File: src/rtl/sram_like_arbiter.sv
// Shares one sram-like slave between data and inst masters; data has priority. An in-order owner FIFO routes each data_ok back to its master.
// Latency: zero added cycles; addr_ok and data_ok are routed combinationally.
// Backpressure: s_req is held low while DEPTH transactions are outstanding, and a request that is not yet accepted stays locked to its master.
module sram_like_arbiter #(
  parameter int DEPTH = 4,
  parameter int CNT_W = $clog2(DEPTH + 1)
) (
  input  logic        clk,
  input  logic        resetn,
  input  logic        d_req,
  input  logic        d_wr,
  input  logic [1:0]  d_size,
  input  logic [3:0]  d_wstrb,
  input  logic [31:0] d_addr,
  input  logic [31:0] d_wdata,
  output logic        d_addr_ok,
  output logic        d_data_ok,
  output logic [31:0] d_rdata,
  input  logic        i_req,
  input  logic        i_wr,
  input  logic [1:0]  i_size,
  input  logic [3:0]  i_wstrb,
  input  logic [31:0] i_addr,
  input  logic [31:0] i_wdata,
  output logic        i_addr_ok,
  output logic        i_data_ok,
  output logic [31:0] i_rdata,
  output logic        s_req,
  output logic        s_wr,
  output logic [1:0]  s_size,
  output logic [3:0]  s_wstrb,
  output logic [31:0] s_addr,
  output logic [31:0] s_wdata,
  input  logic        s_addr_ok,
  input  logic        s_data_ok,
  input  logic [31:0] s_rdata
);

  localparam int PTR_W = (DEPTH > 1) ? $clog2(DEPTH) : 1;

  logic [DEPTH-1:0] owner_q;
  logic [PTR_W-1:0] wr_ptr;
  logic [PTR_W-1:0] rd_ptr;
  logic [CNT_W-1:0] count;
  logic             lock;
  logic             lock_owner;

  logic gnt_vld;
  logic gnt_data;
  logic gnt_req;
  logic full;
  logic empty;
  logic push;
  logic pop;
  logic head_owner;

  assign full  = (count == CNT_W'(DEPTH));
  assign empty = (count == '0);

  always_comb begin
    gnt_vld  = 1'b0;
    gnt_data = 1'b0;
    if (lock) begin
      gnt_vld  = 1'b1;
      gnt_data = lock_owner;
    end else begin
      gnt_vld  = d_req | i_req;
      gnt_data = d_req;
    end
  end

  assign gnt_req = gnt_data ? d_req : i_req;
  assign s_req   = resetn & gnt_vld & gnt_req & ~full;

  // With no grant, gnt_data is 0, so the inst fields drive the slave.
  assign s_wr    = gnt_data ? d_wr    : i_wr;
  assign s_size  = gnt_data ? d_size  : i_size;
  assign s_wstrb = gnt_data ? d_wstrb : i_wstrb;
  assign s_addr  = gnt_data ? d_addr  : i_addr;
  assign s_wdata = gnt_data ? d_wdata : i_wdata;

  assign push       = s_req & s_addr_ok;
  assign pop        = resetn & s_data_ok & ~empty;
  assign head_owner = owner_q[rd_ptr];

  assign d_addr_ok = push & gnt_data;
  assign i_addr_ok = push & ~gnt_data;
  assign d_data_ok = pop & head_owner;
  assign i_data_ok = pop & ~head_owner;
  assign d_rdata   = s_rdata;
  assign i_rdata   = s_rdata;

  always_ff @(posedge clk or negedge resetn) begin
    if (!resetn) begin
      lock       <= 1'b0;
      lock_owner <= 1'b0;
    end else if (s_req && !s_addr_ok) begin
      lock       <= 1'b1;
      lock_owner <= gnt_data;
    end else if (push) begin
      lock <= 1'b0;
    end
  end

  always_ff @(posedge clk or negedge resetn) begin
    if (!resetn) begin
      owner_q <= '0;
      wr_ptr  <= '0;
      rd_ptr  <= '0;
      count   <= '0;
    end else begin
      if (push) begin
        owner_q[wr_ptr] <= gnt_data;
        wr_ptr          <= (wr_ptr == PTR_W'(DEPTH - 1)) ? '0 : wr_ptr + 1'b1;
      end
      if (pop) begin
        rd_ptr <= (rd_ptr == PTR_W'(DEPTH - 1)) ? '0 : rd_ptr + 1'b1;
      end
      count <= count + CNT_W'(push) - CNT_W'(pop);
    end
  end

endmodule

File: config.mk
export PLATFORM = sky130hd
export DESIGN_NAME = sram_like_arbiter
export DESIGN_NICKNAME = d
export VERILOG_FILES = /design/src/rtl/sram_like_arbiter.sv
export SDC_FILE = /design/constraint.sdc
export NUM_CORES = 1
export LEC_CHECK = 0
export ABC_AREA = 1
export ABC_CLOCK_PERIOD_IN_PS = 4900
export CORE_AREA = 5 5 120 122
export CTS_CLUSTER_DIAMETER = 50
export DETAILED_ROUTE_END_ITERATION = 10
export DIE_AREA = 0 0 125 127
export GPL_TIMING_DRIVEN = 0
export PLACE_DENSITY = 0.7
export SYNTH_ARGS = -nofsm -noshare
export SYNTH_HDL_FRONTEND = slang
export SYNTH_SLANG_ARGS = --single-unit
File: constraint.sdc
create_clock -name clk -period 4.9 [get_ports clk]
set_input_delay 0.735 -clock clk [delete_from_list [all_inputs] [get_ports clk]]
set_output_delay 0.735 -clock clk [all_outputs]
set_load 0.02 [all_outputs]
# Yosys cells after proc, flatten, opt, wreduce, memory -nomap -nowiden
# Cells that the tools add are included.
# classes
n_div	0
n_mul	0
magnitude_cmp	3
n_reduce_logical	5
n_shift	0
addsub	4
n_eq_ne	3
bitwise_logic	15
muxes	17
# ops
operator	n
32-bit 2-to-1 mux	2
1-bit AND	10
1-bit 2-to-1 mux	8
2-bit by 3-bit less-than comparator with 1-bit output, second input constant	2
2-bit 2-to-1 mux	3
2-bit by 1-bit adder with 2-bit output, second input constant	2
4-bit bitwise mux	1
2-bit equality test, second input constant	2
4-bit 2-to-1 mux	1
1-bit NOT	4
3-bit by 1-bit adder with 3-bit output	1
3-bit equality test, second input constant	1
3-bit zero test	1
3-bit by 1-bit subtractor with 3-bit output	1
1-bit binary-select mux with 2-bit select	1
1-bit demux with 2-bit select	1
2-bit by 1-bit >= comparator with 1-bit output, second input constant	1
1-bit logical AND	2
2-bit nonzero test	1
1-bit zero test	1
1-bit bitwise OR	1
# word_totals
latchBits	0
memories	0
rom_bits	0
register_bits	13
ram_bits	0
out_inout_bits	140

# Logic depth before layout (Yosys ltp)
# Gate-level depths: netlist of run 1.
# logic_depth
depth_word	8
depth_mapped	12

# Worst setup path before layout of run 1
# Ideal clock, no wire load.
# synth_path
path_kind	input -> output
from	in d_req
to	out d_addr_ok
path_slack_ns	2.603
t_required_ns	4.165
stages	5
t_arrival_ns	1.562
path_cell_list	nand2_4 nand3_4 a21oi_4 nand2_2 nor2_1
# synth_between
elab_chain_len	7
word_cells_on_any_way	9
classes_between	mux: 3; bitwise: 6
# synth_lines
element	line	text
start: declaration	10	input logic d_req,
1-bit bitwise OR	67	gnt_vld = d_req | i_req;
1-bit 2-to-1 mux	63	if (lock) begin
1-bit AND	73	assign s_req = resetn & gnt_vld & gnt_req & ~full;
1-bit AND * (2 in series)	73	
named net s_req	28	output logic s_req,
1-bit AND *	82	assign push = s_req & s_addr_ok;
1-bit AND *	86	assign d_addr_ok = push & gnt_data;
end: declaration	16	output logic d_addr_ok,
# The timed path passes the listed nets; every way through them passes the cells marked *.

# Final worst setup path of run 1
# layout_path
from	in resetn
to	out i_data_ok
# layout_between
elab_chain_len	3
# layout_lines
element	line	text
start: declaration	9	input logic resetn,
1-bit AND (2 in series)	83	assign pop = resetn & s_data_ok & ~empty;
1-bit AND	89	assign i_data_ok = pop & ~head_owner;
end: declaration	26	output logic i_data_ok,
# No other way between the ends.

==> results of run 1 <==
## per-layer routing
| layer | vias up | global-route usage (%) | wire length, um | share of wire (%) |
|---|---|---|---|---|
| met5 | - | 0 | 0 | 0 |
| met2 | 154 | 26.51 | 6381 | 52 |
| met3 | 7 | 3.506 | 914 | 7.4 |
| met1 | 1330 | 16.41 | 4917 | 40 |
| met4 | 0 | 1.722 | 85 | 0.69 |
| li1 | 1695 | - | - | - |
## layout make-up
| class | instances | share of cell area, % |
|---|---|---|
| Sequential cell | 13 | 6.041 |
| Tap cell | 176 | 4.089 |
| Multi-Input combinational cell | 283 | 23.47 |
| Clock buffer | 3 | 1.394 |
| Buffer | 80 | 10.66 |
| Timing Repair Buffer | 287 | 53.35 |
| Clock inverter | 1 | 0.09294 |
| Inverter | 13 | 0.9061 |
## report_power, final
group | internal, mW | total [mW] | switching, mW
logic | 0.888 | 1.98 | 1.09
registers | 0.159 | 0.203 | 0.0441
clock network | 0.109 | 0.159 | 0.0503
## worst register-to-register path, stage by stage (launching register included)
cell,delay [ns]
dfrtp_1,0.43
nor2_1,0.07
nand2_1,0.06
nand2_1,0.11
inv_2,0.17
nand2_4,0.10
nor2_8,0.13
nand2_1,0.06
nand2_1,0.07
ha_1,0.13
inv_1,0.04
fa_1,0.37
xnor2_1,0.13
## flip-flops by register name, indices dropped and copies added (netlist names)
signal	count
wr_ptr	2
count	3
owner_q	4
lock	1
rd_ptr	2
lock_owner	1
## cell usage after synthesis (2+ instances only)
library cell / instances / share of area, %
nand2_2: 3 / 0.85
buf_2: 12 / 2.7
o21ai_2: 2 / 0.79
nand2_1: 238 / 40
nand3_1: 2 / 0.45
buf_4: 67 / 23
dfrtp_1: 13 / 15
ha_1: 6 / 3.4
inv_2: 3 / 0.51
nand2_4: 4 / 2.0
o21ai_0: 3 / 0.68
xnor2_1: 2 / 0.79
nand4_1: 8 / 2.3
a21oi_1: 2 / 0.45
nor2_1: 7 / 1.2
inv_1: 10 / 1.7
## cell families after synthesis
kind of cell / count (synthesis) / share of synthesized area (%)
adders and majority gates: 7 / 4.299
xor gates and xnor gates: 2 / 0.7920
AOI/OAI and AO/OA: 8 / 2.659
buffers and inverters: 93 / 28.17
and+or+nand+nor: 266 / 49.38
DFF: 13 / 14.71
## path summary, 6_finish.rpt
kind	from	end	slack [ns]	cells after the start
worst max-delay path	resetn	i_data_ok	1.21	6
worst min-delay path	owner_q[0]	owner_q[0]	0.48	2
worst max register to register	count[1]	count[2]	2.93	12
worst min register to register	owner_q[0]	owner_q[0]	0.48	2
max in group asynchronous	resetn	owner_q[0]	3.59	1
min in group asynchronous	resetn	rd_ptr[0]	0.89	1
==> flow_metrics.env, run 1 <==
export IMPL_status="finished, final reports clean"
export IMPL_wl_mm=12.30
export IMPL_stdcell_count=856
export IMPL_ys_flop_type="dfrtp_1"
export IMPL_cts_setup_buffers=0
export IMPL_clk_pin_slew_ns=0.05
export IMPL_synth_cell_types=23
export IMPL_slew_viol_final=0
export IMPL_synthesis_nets=576
export IMPL_antenna_left=0
export IMPL_overflow=0
export IMPL_min_period_ns=3.690
export IMPL_final_nets=868
export IMPL_ys_seq_area_share_pct=14.71
export IMPL_cts_path_max_buffers=2
export IMPL_hold_path_class="reg2reg"
export IMPL_yosys_warnings=0
export IMPL_cap_violations=0
export IMPL_fillers=1347
export IMPL_dr_pass1_iters=4
export IMPL_tns_ns=0
export IMPL_cts_tree="done"
export IMPL_gp_congestion=0.8324
export IMPL_ioPinCount=320
export IMPL_antenna_found_initial=0
export IMPL_cp_slowest_cell="clkdlybuf4s50_1"
export IMPL_setup_viol=0
export IMPL_std_cell_rows=42
export IMPL_rsz0062_at_grt="no"
export IMPL_numCtsBuffers=3
export IMPL_power_mw=2.339
export IMPL_cp_max_fo=15
export IMPL_port_buffers=287
export IMPL_crit_path_start_kind="input port"
export IMPL_relSlewSlack_pct=56.33
export IMPL_final_hold_viol_count=0
export IMPL_cts_repair_resized=0
export IMPL_cp_common_cell="clkdlybuf4s50_1"
export IMPL_synthesis_area_um2=2212
export IMPL_routed_via_density=3.722
export IMPL_post_route_period_util_pct=75.30
export IMPL_max_freq_ghz=0.2710
export IMPL_dp_hpwl_mm=10.83
export IMPL_multi_input_area_um2=1264
export IMPL_setup_ws_ns=1.210
export IMPL_worstPathRequired_ns=4.16
export IMPL_place_area_um2=5305
export IMPL_pre_cts_slack_ns=1.137
export IMPL_arrival_ns=2.95
export IMPL_worstSetupPathType="in2out"
export IMPL_fin_hold_ws_ns=0.4828
export IMPL_utilization_pct=41.16
export IMPL_end_kind="output pin"
export IMPL_power_density_nw_per_um2=434.4
export IMPL_grt_start_max_net_pins=16
export IMPL_worst_pin_slew_ns=0.6529
export IMPL_skew_ns=0.0009517
export IMPL_grt_pass1_wl_mm=17.85
export IMPL_critPathBufInv=3
export IMPL_ys_seq_elements=13
export IMPL_async_reset_ff_share_pct=100.0
export IMPL_clock_sinks=13
export IMPL_drc=0
export IMPL_first_iter_violations=107
export IMPL_ctsHtreeMaxLevel=1
export IMPL_wire_per_inst_um=14.37
export IMPL_clock_latency_ns=0.25
export IMPL_fp_coreArea_um2=13090
export IMPL_mostFrequentLayoutCells="clkdlybuf4s50_1 (287), nand2_1 (238), buf_4 (67)"
export IMPL_cts_root_buf="clkbuf_16"
export IMPL_first_global_vias=3080
export IMPL_drive_gt1_share_pct=14.71
export IMPL_cts_hold_buf=0
export IMPL_synth_edf_count=0
export IMPL_finalInstanceArea_um2=5385
export IMPL_track_usage_pct=14.01
export IMPL_vias=3186
export IMPL_syn_to_final_growth_pct=143.4
export IMPL_die_area_um2=15880
export IMPL_crit_chain="clkdlybuf4s50_1 > nand2_1 > nor2_1 > inv_1 > a21oi_1 > clkdlybuf4s50_1"
export IMPL_die_height_um=127
export IMPL_crit_family="buffers and inverters"
export IMPL_diodes=0
export IMPL_dp_cells=852
export IMPL_initial_core_util_pct=16.91
export IMPL_ir_worst_vdd_mv=0.1789
export IMPL_regArea_um2=325.3
export IMPL_cpPeakStageDelay_ns=0.89
export IMPL_p_leak_nw=2.586
export IMPL_syn_inst=389
export IMPL_synth_avg_cell_area_um2=5.687
export IMPL_fp_dieW_um=125
export IMPL_final_common_cell="clkdlybuf4s50_1"
Note: power is estimated with default switching activity, not from simulation.
==> run 2: changes to the inputs <==
Settings changed: ABC_CLOCK_PERIOD_IN_PS 4900 to 3150, CORE_AREA 5 5 120 122 to 5 5 123 125, DIE_AREA 0 0 125 127 to 0 0 128 130.
Clock period 4.9 ns to 3.15 ns, I/O delays scaled along.
==> run 2 against run 1 <==
Global-route usage shrank 1.6 points. Register-to-register slack lost 1.8 ns. Clock skew is essentially flat. Clock power grew 54%. Critical endpoint is now s_wdata[0].
==> flow_metrics.env, run 2 (synthesis gave the netlist of run 1 again) <==
export IMPL_status="finished, final reports clean"
export IMPL_routed_via_density=3.701
export IMPL_final_hold_viol_count=0
export IMPL_top_regs="owner_q x4, count x3"
export IMPL_startpoint="d_req"
export IMPL_min_period_ns=2.924
export IMPL_utilization_pct=39.10
export IMPL_use_met1_pct=14.81
export IMPL_wire_per_inst_um=13.79
export IMPL_critPathBufInv=4
export IMPL_end_kind="output pin"
export IMPL_crit_path_start_kind="input port"
export IMPL_skew_ns=0.0007530
export IMPL_ioPinCount=320
export IMPL_cpPeakStageDelay_ns=0.62
export IMPL_mostFrequentLayoutCells="clkdlybuf4s50_1 (286), nand2_1 (238), buf_4 (67)"
export IMPL_first_global_vias=3010
export IMPL_numCtsBuffers=3
export IMPL_track_usage_pct=12.44
export IMPL_cts_root_buf="clkbuf_16"
export IMPL_slew_viol_final=0
export IMPL_cts_tree="done"
export IMPL_gr_usage_met3_pct=3.275
export IMPL_worstPathRequired_ns=2.68
export IMPL_setup_viol=0
export IMPL_final_nets=868
export IMPL_dp_hpwl_mm=10.49
export IMPL_cp_slowest_cell="clkdlybuf4s50_1"
export IMPL_hold_path_class="in2async"
export IMPL_gp_congestion=0.8161
export IMPL_port_buffers=287
export IMPL_drc=0
export IMPL_grt_pass1_wl_mm=16.44
export IMPL_pre_cts_slack_ns=-0.1249
export IMPL_vias=3183
export IMPL_place_area_um2=5310
export IMPL_cap_violations=0
export IMPL_cts_hold_buf=0
export IMPL_worst_pin_slew_ns=0.3994
export IMPL_arrival_ns=2.45
export IMPL_overflow=0
export IMPL_fp_coreArea_um2=13770
export IMPL_final_common_cell="clkdlybuf4s50_1"
export IMPL_reg2reg_from="count[1]"
export IMPL_wl_mm=11.86
export IMPL_syn_to_final_growth_pct=143.4
export IMPL_ctsHtreeMaxLevel=1
export IMPL_std_cell_rows=43
export IMPL_ir_worst_vdd_mv=0.3743
export IMPL_grt_start_max_net_pins=16
export IMPL_drive_gt1_share_pct=14.85
export IMPL_dr_pass1_iters=4
export IMPL_p_leak_nw=2.586
export IMPL_met2_usage_pct=23.35
export IMPL_crit_chain="clkdlybuf4s50_1 > nand2_4 > nand2_4 > inv_2 > buf_2 > nand2_1 > nand2_1 > clkdlybuf4s50_1"
export IMPL_relSlewSlack_pct=73.27
export IMPL_cts_path_max_buffers=2
export IMPL_clk_pin_slew_ns=0.05
export IMPL_initial_core_util_pct=16.06
export IMPL_post_route_period_util_pct=92.84
export IMPL_die_area_um2=16640
export IMPL_clock_latency_ns=0.25
export IMPL_fin_hold_ws_ns=0.1289
export IMPL_antenna_found_initial=0
export IMPL_antenna_left=0
export IMPL_first_iter_violations=118
export IMPL_power_density_nw_per_um2=676.1
export IMPL_finalInstanceArea_um2=5385
export IMPL_crit_family="buffers and inverters"
export IMPL_busiest_layer="met2"
export IMPL_cp_max_fo=10
export IMPL_fp_dieW_um=128
export IMPL_largest_reg_flops=4
export IMPL_clock_sinks=13
export IMPL_worstSetupPathType="in2out"
export IMPL_regMostFlops="owner_q"
export IMPL_tns_ns=0
export IMPL_setup_ws_ns=0.2257
export IMPL_diodes=0
export IMPL_max_freq_ghz=0.3420
export IMPL_die_height_um=130
export IMPL_rsz0062_at_grt="no"
==> run 2: changes by cell type in the layout (fill, tap and decap cells not counted) <==
cell,previous run,this run
clkbuf_2,0,1
clkdlybuf4s50_1,287,286
==> run 2: worst paths after layout <==
path | endpoint | slack [ns] | cells past startpoint
worst max-delay path | s_wdata[0] | 0.23 | 8
worst min-delay path | owner_q[3] | 0.13 | 1
worst max register to register | count[2] | 1.16 | 12
worst min register to register | owner_q[1] | 0.48 | 2
max in group asynchronous | lock_owner | 2.76 | 1
min in group clk | owner_q[1] | 0.48 | 2
==> run 2: layout make-up <==
class / instances / area [um2]
timing repair buffer: 287 / 2868
tap: 180 / 225.2
sequential: 13 / 325.3
multi-input combinational: 283 / 1264
fill: 1424 / 8388
buffer: 80 / 574.3
clock inverter: 1 / 5.005
clock buffer: 3 / 75.07
inverter: 13 / 48.80
==> run 2: metrics by stage <==
step | power, mW | std cells
final | 3.641 | 860
after global routing | 3.923 | 860
after CTS | 3.719 | 860
after detailed placement | 3.454 | 856
after global placement | 3.429 | 856
after floorplan | 1.966 | 389
==> run 2: repair_timing <==
| action | 4_1_cts | 5_1_grt |
|---|---|---|
| setup buffers | 0 | 0 |
| pin swaps | 0 | 0 |
| endpoints found under the setup margin | 4 | 3 |
| gates resized for setup | 1 | 2 |
==> run 2: where the power goes <==
part	leakage, nW	total, mW	internal (mW)	switching (mW)
clock network	0.0409	0.245	0.169	0.0755
registers	0.160	0.317	0.247	0.0699
logic	2.39	3.08	1.38	1.70
==> run 2: per-layer routing <==
layer,part of all wire (%),up-vias,routed length (um)
met4,0.23,0,27
li1,-,1688,-
met3,9.4,3,1113
met1,38,1317,4517
met2,52,175,6200
met5,0,-,0
==> run 3: changes to the inputs <==
--- a/config.mk
+++ b/config.mk
@@ -18 +18,2 @@
 export SYNTH_SLANG_ARGS = --single-unit
+export TNS_END_PERCENT = 10
==> constraint.sdc (replaced) <==
create_clock -name clk -period 3.15 [get_ports clk]
set_input_delay 0.7875 -clock clk [delete_from_list [all_inputs] [get_ports clk]]
set_output_delay 0.7875 -clock clk [all_outputs]
set_load 0.02 [all_outputs]
==> run 3 against run 2 <==
Utilization decreased by 0.47 points. Sequential cell count unchanged. Die area stayed put. Setup slack worse by 0.15 ns. Global-route usage is essentially flat. Combinational power down 6.8%. Sequential share of layout area up 0.074 points. Cell count unchanged. Register-to-register slack is essentially flat. Hold slack better by 0.30 ns. Largest cell class unchanged.
==> flow_metrics.env, run 3 (synthesis gave the netlist of run 1 again) <==
export IMPL_rsz0062_at_grt="yes"
export IMPL_mostFrequentLayoutCells="nand2_1 (238), clkdlybuf4s50_1 (210), buf_4 (72)"
export IMPL_p_leak_nw=2.700
export IMPL_power_internal_mw=1.571
export IMPL_final_hold_viol_count=0
export IMPL_crit_path_start_kind="input port"
export IMPL_cts_tree="done"
export IMPL_cts_root_buf="clkbuf_16"
export IMPL_slew_viol_final=0
export IMPL_power_frac_comb_pct=83.7
export IMPL_cpPeakStageDelay_ns=0.53
export IMPL_max_freq_ghz=0.3253
export IMPL_netSwitchingFraction_pct=54.15
export IMPL_p_sw_mw=1.856
export IMPL_clock_sinks=13
export IMPL_wl_met1_mm=4.535
export IMPL_die_height_um=130
export IMPL_ctsHtreeMaxLevel=1
export IMPL_status="finished, final reports clean"
export IMPL_reg2reg_from="count[1]"
export IMPL_fp_dieW_um=128
export IMPL_cp_slowest_cell="clkdlybuf4s50_1"
export IMPL_power_density_nw_per_um2=644.1
export IMPL_routed_via_density=3.699
export IMPL_relSlewSlack_pct=77.46
export IMPL_startpoint="d_req"
export IMPL_dp_hpwl_mm=10.49
export IMPL_cts_path_max_buffers=2
export IMPL_final_common_cell="nand2_1"
export IMPL_cp_max_fo=10
export IMPL_track_usage_pct=12.48
export IMPL_vias=3181
export IMPL_cap_violations=0
export IMPL_largest_reg_flops=4
export IMPL_grt_pass1_wl_mm=16.50
export IMPL_arrival_ns=2.29
export IMPL_diodes=0
export IMPL_wl_mm=11.87
export IMPL_port_buffers=287
export IMPL_hold_path_class="in2async"
export IMPL_first_global_vias=3023
export IMPL_numCtsBuffers=3
export IMPL_overflow=0
export IMPL_post_route_period_util_pct=97.60
export IMPL_worstSetupPathType="in2out"
export IMPL_worst_pin_slew_ns=0.3355
export IMPL_grt_start_max_net_pins=16
export IMPL_clock_latency_ns=0.25
export IMPL_std_cell_rows=43
export IMPL_clk_pin_slew_ns=0.05
export IMPL_ir_worst_vdd_mv=0.3203
export IMPL_cts_hold_buf=0
export IMPL_final_nets=868
export IMPL_dr_wl_met2_mm=6.218
export IMPL_die_area_um2=16640
export IMPL_first_iter_violations=115
export IMPL_cp_common_cell="nand2_1"
export IMPL_top_layer="met4"
export IMPL_syn_to_final_growth_pct=140.5
export IMPL_drc=0
export IMPL_fp_coreArea_um2=13770
export IMPL_end_kind="output pin"
export IMPL_dr_pass1_iters=4
export IMPL_p_seq_share_pct=9.2
export IMPL_antenna_found_initial=0
export IMPL_dp_cells=856
export IMPL_drive_gt1_share_pct=21.62
export IMPL_worstPathRequired_ns=2.36
export IMPL_min_period_ns=3.074
export IMPL_setup_viol=0
export IMPL_top_regs="owner_q x4, count x3"
export IMPL_stdcell_count=860
export IMPL_power_mw=3.427
export IMPL_crit_chain="clkdlybuf4s50_1 > nand2_4 > nand2_8 > buf_6 > buf_4 > nand2_1 > nand2_1 > clkdlybuf4s15_1"
export IMPL_ioPinCount=320
export IMPL_wire_per_inst_um=13.80
export IMPL_route_met3_wl_mm=1.088
export IMPL_skew_ns=0.001698
export IMPL_antenna_left=0
export IMPL_cts_setup_buffers=0
export IMPL_p_clk_share_pct=7.1
export IMPL_gp_congestion=0.8161
export IMPL_regMostFlops="owner_q"
export IMPL_initial_core_util_pct=16.06
-- run 3: changes by cell type in the layout (fill, tap and decap cells not counted), sizes merged --
cell and change:
clkdlybuf4s15 +31, buf +1, dlygate4sd2 +19, clkdlybuf4s50 -76, clkbuf +23, dlymetal6s2s +2
-- run 3: path summary, 6_finish.rpt --
check / slack (ns) / cells past startpoint / endpoint
worst max-delay path: 0.08 / 8 / s_wdata[9]
worst min-delay path: 0.43 / 1 / owner_q[3]
worst max register to register: 1.17 / 12 / count[2]
worst min register to register: 0.48 / 2 / owner_q[1]
max in group asynchronous: 2.48 / 1 / lock_owner
min in group clk: 0.48 / 2 / owner_q[1]
-- run 3: critical path: cells and delay by family --
kind          cells  cell delay [ns]
buf+inv           4             1.16
simple gates      4             0.32
-- run 3: routing by layer --
layer | up-vias | GRT usage (%)
li1 | 1689 | -
met1 | 1319 | 14.88
met2 | 170 | 23.41
met3 | 3 | 3.275
met4 | 0 | 0.9363
met5 | - | 0
-- run 3: layout make-up --
type | count | area (um2)
Clock buffer | 3 | 75.07
Multi-Input combinational cell | 283 | 1280
Fill cell | 1440 | 8453
Inverter | 13 | 51.30
Clock inverter | 1 | 5.005
Sequential cell | 13 | 325.3
Tap cell | 180 | 225.2
Buffer | 80 | 603.1
Timing Repair Buffer | 287 | 2755
-- run 3: what timing repair did --
item | 4_1_cts | 5_1_grt
resized for setup | 153 | 42
pin swaps | 0 | 1
setup endpoints to repair | 76 | 64
-- run 3: per-stage QoR --
| step | setup TNS (ns) | setup slack, ns | area, um2 | util, % | hold WS [ns] |
|---|---|---|---|---|---|
| after global routing | -0.01349 | -0.01349 | 5320 | 38.63 | 0.4698 |
| final | 0 | 0.07575 | 5320 | 38.63 | 0.4332 |
| after floorplan | 0 | 0.7481 | 2212 | - | 0.4497 |
| after detailed placement | -31.94 | -0.7549 | 5310 | 38.55 | 0.4732 |
| after global placement | -30.83 | -0.7838 | 5310 | 38.55 | 0.4648 |
| after CTS | -0.2269 | -0.2269 | 5405 | 39.24 | 0.4481 |
-- run 3: power groups by stage --
stage          registers (mW)  clock network (mW)  logic, mW
3_5_place_dp            0.319                   0       3.13
3_3_place_gp            0.314                   0       3.12
2_1_floorplan           0.302                   0       1.66
4_1_cts                 0.318               0.248       2.97
6_report                0.317               0.244       2.87
5_1_grt                 0.328               0.259       3.12
